File: config.mk
export PLATFORM = sky130hd
export DESIGN_NAME = reset_sequencer
export DESIGN_NICKNAME = d
export VERILOG_FILES = /design/src/rtl/reset_sequencer.sv
export SDC_FILE = /design/constraint.sdc
export NUM_CORES = 1
export LEC_CHECK = 0
export BUFFER_PORTS_ARGS = -buffer_cell sky130_fd_sc_hd__clkbuf_2
export CAP_MARGIN = 20
export CORE_MARGIN = 4
export CORE_UTILIZATION = 40
export CTS_CLUSTER_DIAMETER = 40
export DETAILED_ROUTE_END_ITERATION = 8
export GPL_ROUTABILITY_DRIVEN = 0
export GPL_TIMING_DRIVEN = 0
export HOLD_SLACK_MARGIN = 0.15
export MAX_ROUTING_LAYER = met4
export SYNTH_ARGS = -nofsm -noshare
export SYNTH_HDL_FRONTEND = slang
export SYNTH_SLANG_ARGS = --single-unit
File: constraint.sdc
create_clock -name clk -period 0.8 [get_ports clk]
set_input_delay 0.12 -clock clk [delete_from_list [all_inputs] [get_ports clk]]
set_output_delay 0.12 -clock clk [all_outputs]
set_load 0.02 [all_outputs]
File: src/rtl/reset_sequencer.sv
// Board reset sequencer: synchronizes reset release, waits POR and PLL lock, then
// releases per-domain resets in a fixed stagger. Lock-loss monitor: RESET_SEQ_LOCK_MON_EN.

module reset_seq_domain (
   input  logic clk,
   input  logic rst_n,
   input  logic clr,
   input  logic set,
   output logic rst_n_out
);
   logic rel_q, rel_d;

   always_comb begin
      rel_d = rel_q;
      if (clr)      rel_d = 1'b0;
      else if (set) rel_d = 1'b1;
   end

   always_ff @(posedge clk or negedge rst_n)
      if (!rst_n) rel_q <= 1'b0;
      else        rel_q <= rel_d;

   assign rst_n_out = rel_q;
endmodule

module reset_sequencer #(
   parameter int NUM_DOMAINS    = 4,
   parameter int POR_CYCLES     = 1024,
   parameter int STAGGER_CYCLES = 16,
   parameter int HOLD_CYCLES    = 32
) (
   input  logic                   clk,
   input  logic                   rst_async_n,
   input  logic                   pll_locked,
   input  logic                   sw_rst_req,
   output logic [NUM_DOMAINS-1:0] rst_n_out,
   output logic                   seq_done,
   output logic [2:0]             seq_state
);
   localparam int REL_SPAN = STAGGER_CYCLES * (NUM_DOMAINS - 1);
   localparam int MAX_A    = (POR_CYCLES > REL_SPAN) ? POR_CYCLES : REL_SPAN;
   localparam int CNT_MAX  = (MAX_A > HOLD_CYCLES) ? MAX_A : HOLD_CYCLES;
   localparam int CNT_W    = $clog2(CNT_MAX + 1);

   typedef enum logic [2:0] {
      POR_WAIT  = 3'd0,
      LOCK_WAIT = 3'd1,
      RELEASE   = 3'd2,
      RUN       = 3'd3,
      HOLD      = 3'd4
   } state_e;

   logic [1:0]             rst_sync_q, rst_sync_d;
   logic [1:0]             lock_sync_q, lock_sync_d;
   logic                   rst_int_n;
   logic                   locked_s;
   logic                   trig;
   logic                   go_hold;
   logic [NUM_DOMAINS-1:0] lane_set;
   logic [CNT_W:0]         cnt_inc;
   state_e                 state_q, state_d;
   logic [CNT_W-1:0]       cnt_q, cnt_d;
   logic                   done_q, done_d;

   // Both synchronizers clear straight from the pin so assertion needs no clock.
   always_comb begin
      rst_sync_d  = {rst_sync_q[0], 1'b1};
      lock_sync_d = {lock_sync_q[0], pll_locked};
   end

   always_ff @(posedge clk or negedge rst_async_n)
      if (!rst_async_n) begin
         rst_sync_q  <= '0;
         lock_sync_q <= '0;
      end else begin
         rst_sync_q  <= rst_sync_d;
         lock_sync_q <= lock_sync_d;
      end

   assign rst_int_n = rst_sync_q[1];
   assign locked_s  = lock_sync_q[1];

`ifdef RESET_SEQ_LOCK_MON_EN
   assign trig = sw_rst_req | ~locked_s;
`else
   assign trig = sw_rst_req;
`endif

   assign cnt_inc = {1'b0, cnt_q} + 1'b1;

   always_comb begin
      state_d  = state_q;
      cnt_d    = cnt_q;
      go_hold  = 1'b0;
      lane_set = '0;
      case (state_q)
         POR_WAIT:
            if (cnt_q == CNT_W'(POR_CYCLES)) begin
               state_d = LOCK_WAIT;
               cnt_d   = '0;
            end else begin
               cnt_d = cnt_q + 1'b1;
            end
         LOCK_WAIT:
            if (locked_s) begin
               state_d     = RELEASE;
               cnt_d       = '0;
               lane_set[0] = 1'b1;
            end
         RELEASE:
            if (trig) begin
               go_hold = 1'b1;
            end else if (rst_n_out[NUM_DOMAINS-1]) begin
               state_d = RUN;
               cnt_d   = '0;
            end else begin
               // Domain k opens on the edge where the count reaches k*STAGGER_CYCLES.
               cnt_d = cnt_q + 1'b1;
               for (int k = 1; k < NUM_DOMAINS; k++)
                  lane_set[k] = (cnt_inc >= (CNT_W+1)'(STAGGER_CYCLES * k));
            end
         RUN:
            if (trig) go_hold = 1'b1;
         HOLD:
            if (cnt_q == CNT_W'(HOLD_CYCLES - 1)) begin
               state_d = LOCK_WAIT;
               cnt_d   = '0;
            end else begin
               cnt_d = cnt_q + 1'b1;
            end
         default: go_hold = 1'b1;
      endcase
      if (go_hold) begin
         state_d = HOLD;
         cnt_d   = '0;
      end
      done_d = (state_d == RUN);
   end

   always_ff @(posedge clk or negedge rst_int_n)
      if (!rst_int_n) begin
         state_q <= POR_WAIT;
         cnt_q   <= '0;
         done_q  <= 1'b0;
      end else begin
         state_q <= state_d;
         cnt_q   <= cnt_d;
         done_q  <= done_d;
      end

   for (genvar k = 0; k < NUM_DOMAINS; k++) begin : g_dom
      reset_seq_domain u_dom (
         .clk       (clk),
         .rst_n     (rst_int_n),
         .clr       (go_hold),
         .set       (lane_set[k]),
         .rst_n_out (rst_n_out[k])
      );
   end

   assign seq_done  = done_q;
   assign seq_state = state_q;
endmodule

==> impl_metrics.yaml <==
routing:
  wire_per_inst_um: 14.2
  ant_nets: 0
  drtIter0Drc: 35
  drc: 0
  avgViaCountPerCell: 5.21
  firstDrtPassIters: 5
  wl_um: 3140
  num_vias: 1151
synthesis:
  yosys.area_share.simple: 0.246
  synth_xor_area_frac: 0.0327
  synth_mux_area_frac: 0.00842
  synth.distinct_cells: 46
  postSynth.asyncResetShare: 1.00
  seq_area_frac_synth: 0.430
  yosys_register_bits: 23
  synth_edf_count: 0
  synth_compound_gate_area_share: 0.193
  avgSynthCellArea_um2: 9.42
  synth_fa_ha_area_frac: 0.0187
  syn_inst: 142
  yosys_warnings: 0
  ys.flop_type: "dfrtp_1"
  synth_top_family_by_area: "simple AND/OR/NAND/NOR gates"
  syn-num-nets: 148
  synthesis.area_um2: 1340
sta:
  worst_hold_slack_ns: 0.138
  hold_viol_final: 0
  finalSetupViolations: 27
  finalCriticalPeriod_ns: 1.95
  rsz0062_at_grt: "true"
  finalCritPeriodShare: 2.44
  finalSetupTns_ns: -19.61
  slew_viol_final: 0
  max_freq_ghz: 0.513
  clock_skew_ns: 0.00665
  fin_ws_ns: -1.15
global_route:
  grt_first_pass_wirelength_um: 5340
  grt-ovfl-total: 0
  grt_max_degree: 20
  gr-usage-all-layers: 0.165
  first_global_vias: 1120
  antenna_found_initial: 0
cts:
  worst_skew_pair.late_latency_ns: 0.32
  root_buffer: "clkbuf_4"
  cts_buffers: 3
  cts_tree: "built"
  clkSinkCount: 23
  clk_pin_slew_ns: 0.13
  cts.htree.levels: 1
  cts_buffer_depth: 2
  postCtsHoldBufs: 3
finish:
  final_common_cell: "buf_4"
  design_area_um2: 1870
  drive_above_1_share: 0.435
  areaGrowthSynthToFinish_pct: 39.9
  antenna_cells: 0
  layout_common_cells: "buf_4, dfrtp_1, buf_6"
  nets: 184
worst_setup_path:
  crit_start: "cnt_q[1]$_DFFE_PN0P_"
  reg2reg_from: "cnt_q[1]$_DFFE_PN0P_"
  cp_max_fo: 3
  end_kind: "flip-flop"
  crit_type: "flip-flop to flip-flop"
  cp_data_arrival_time_ns: 2.15
  start_kind: "flip-flop"
  worstPathRequired_ns: 1.00
min_path:
  min_path_type: "input pin to flip-flop"
  hp-start: "sw_rst_req"
power_and_ir_drop:
  sequentialPowerShare: 0.465
  ir_worst_vdd_v: 0.00139
  power_leakage_uw: 0.000830
  p_switching_uw: 1130
  switching_share: 0.344
  comb_power_share: 0.369
  p_int_uw: 2160
  p_total_uw: 3290
  clockPowerShare: 0.166
  power_density_nw_per_um2: 1760
status:
  violations: "negative setup slack"
  status: "finished, violations left"
floorplan:
  fp-row-count: 20
  initial_core_util: 0.428
  die_w_um: 65.8
  core_um2: 3130
  die-area_um2: 4330
  io_pins: 12
  dieHeight_um: 65.8
place:
  placed_area_um2: 1510
  dp_hpwl_um: 1950
  numPortBuffers: 11
flow_run:
  drv_cap: 0
-- critical path, stage by stage (launching register included) --
cell	delay, ns
dfrtp_1	0.41
ha_2	0.19
and3_4	0.19
and3_4	0.17
or4_4	0.43
a221oi_4	0.31
a32oi_1	0.13
-- cell type report --
class                      count  area, um^2
clock buffer                   3        22.5
tap                           44        55.1
clock inverter                 1        5.00
buffer                         9        95.1
inverter                       6        22.5
multi-input combinational    101         787
sequential                    23         586
fill                         272        1260
timing repair buffer          34         299
-- logic make-up (layout without fill, tap and decap cells) --
group           Yosys count  in the layout
flops                    23             23
compound gates           34             34
other cells               1              1
mux                       1              1
fa+ha+maj                 2              2
xor+xnor                  5              5
buf+inv                  18             53
simple gates             58             58
-- synthesized netlist by cell type, types with 2 or more instances --
cell type,n,area [um^2]
a211o_1,2,17.5
a21o_1,2,15.0
a21oi_1,9,45.0
a22o_1,5,43.8
a31oi_1,2,12.5
and2_1,2,12.5
and3_1,5,31.3
buf_4,4,30.0
clkbuf_1,6,22.5
dfrtp_1,23,576
ha_1,2,25.0
inv_1,6,22.5
nand2_1,9,33.8
nand2b_1,2,12.5
nand3_1,6,30.0
nand3b_1,2,15.0
nor2_1,10,37.5
nor2b_1,4,25.0
nor3_1,6,30.0
o21ai_0,5,25.0
o31ai_1,2,15.0
xnor2_1,3,26.3
xor2_1,2,17.5
-- worst paths after layout --
path,to,slack (ns),cells after the start
min in group asynchronous,seq_done$_DFF_PN0_,0.21,0
worst max register to register,g_dom[3].u_dom.rst_n_out$_DFFE_PN0P_,-1.15,6
worst min-delay path,seq_state[2]$_DFF_PN0_,0.14,3
worst max-delay path,g_dom[3].u_dom.rst_n_out$_DFFE_PN0P_,-1.15,6
max in group asynchronous,rst_sync_q[1]$_DFF_PN0_,0.02,3
worst min register to register,seq_done$_DFF_PN0_,0.21,0
-- what timing repair did --
item,4_1_cts,5_1_grt
resized for setup,22,28
pin swaps,9,8
setup endpoints to repair,46,27
setup buffers,17,3
endpoints found under the hold margin,7,1
-- layer usage --
layer,GRT usage,share of wire
met5,-,0
met3,0.0408,0.035
met4,0.0466,0.020
met1,0.208,0.46
met2,0.264,0.49
-- through the flow --
step / instances / setup slack [ns] / utilization
4_1_cts: 220 / -1.19 / 0.569
3_5_place_dp: 197 / -1.32 / 0.482
2_1_floorplan: 142 / -1.17 / -
6_report: 221 / -1.15 / 0.598
3_3_place_gp: 197 / -1.32 / 0.482
5_1_grt: 221 / -1.22 / 0.598
-- power by group through the flow --
| stage | Combinational, uW | Clock, uW | Sequential [uW] |
|---|---|---|---|
| final | 1210 | 547 | 1530 |
| after global routing | 1350 | 643 | 1560 |
| after CTS | 1170 | 569 | 1510 |
| after detailed placement | 892 | 0 | 1570 |
| after global placement | 876 | 0 | 1560 |
| after floorplan | 704 | 0 | 1540 |
-- sequential cells by signal (all words and copies together) (netlist names) --
| register | cells |
|---|---|
| cnt_q | 11 |
| g_dom.u_dom.rst_n_out | 4 |
| lock_sync_q | 2 |
| rst_sync_q | 2 |
| seq_done | 1 |
| seq_state | 3 |
No activity file was read; power rests on OpenSTA's default activity.
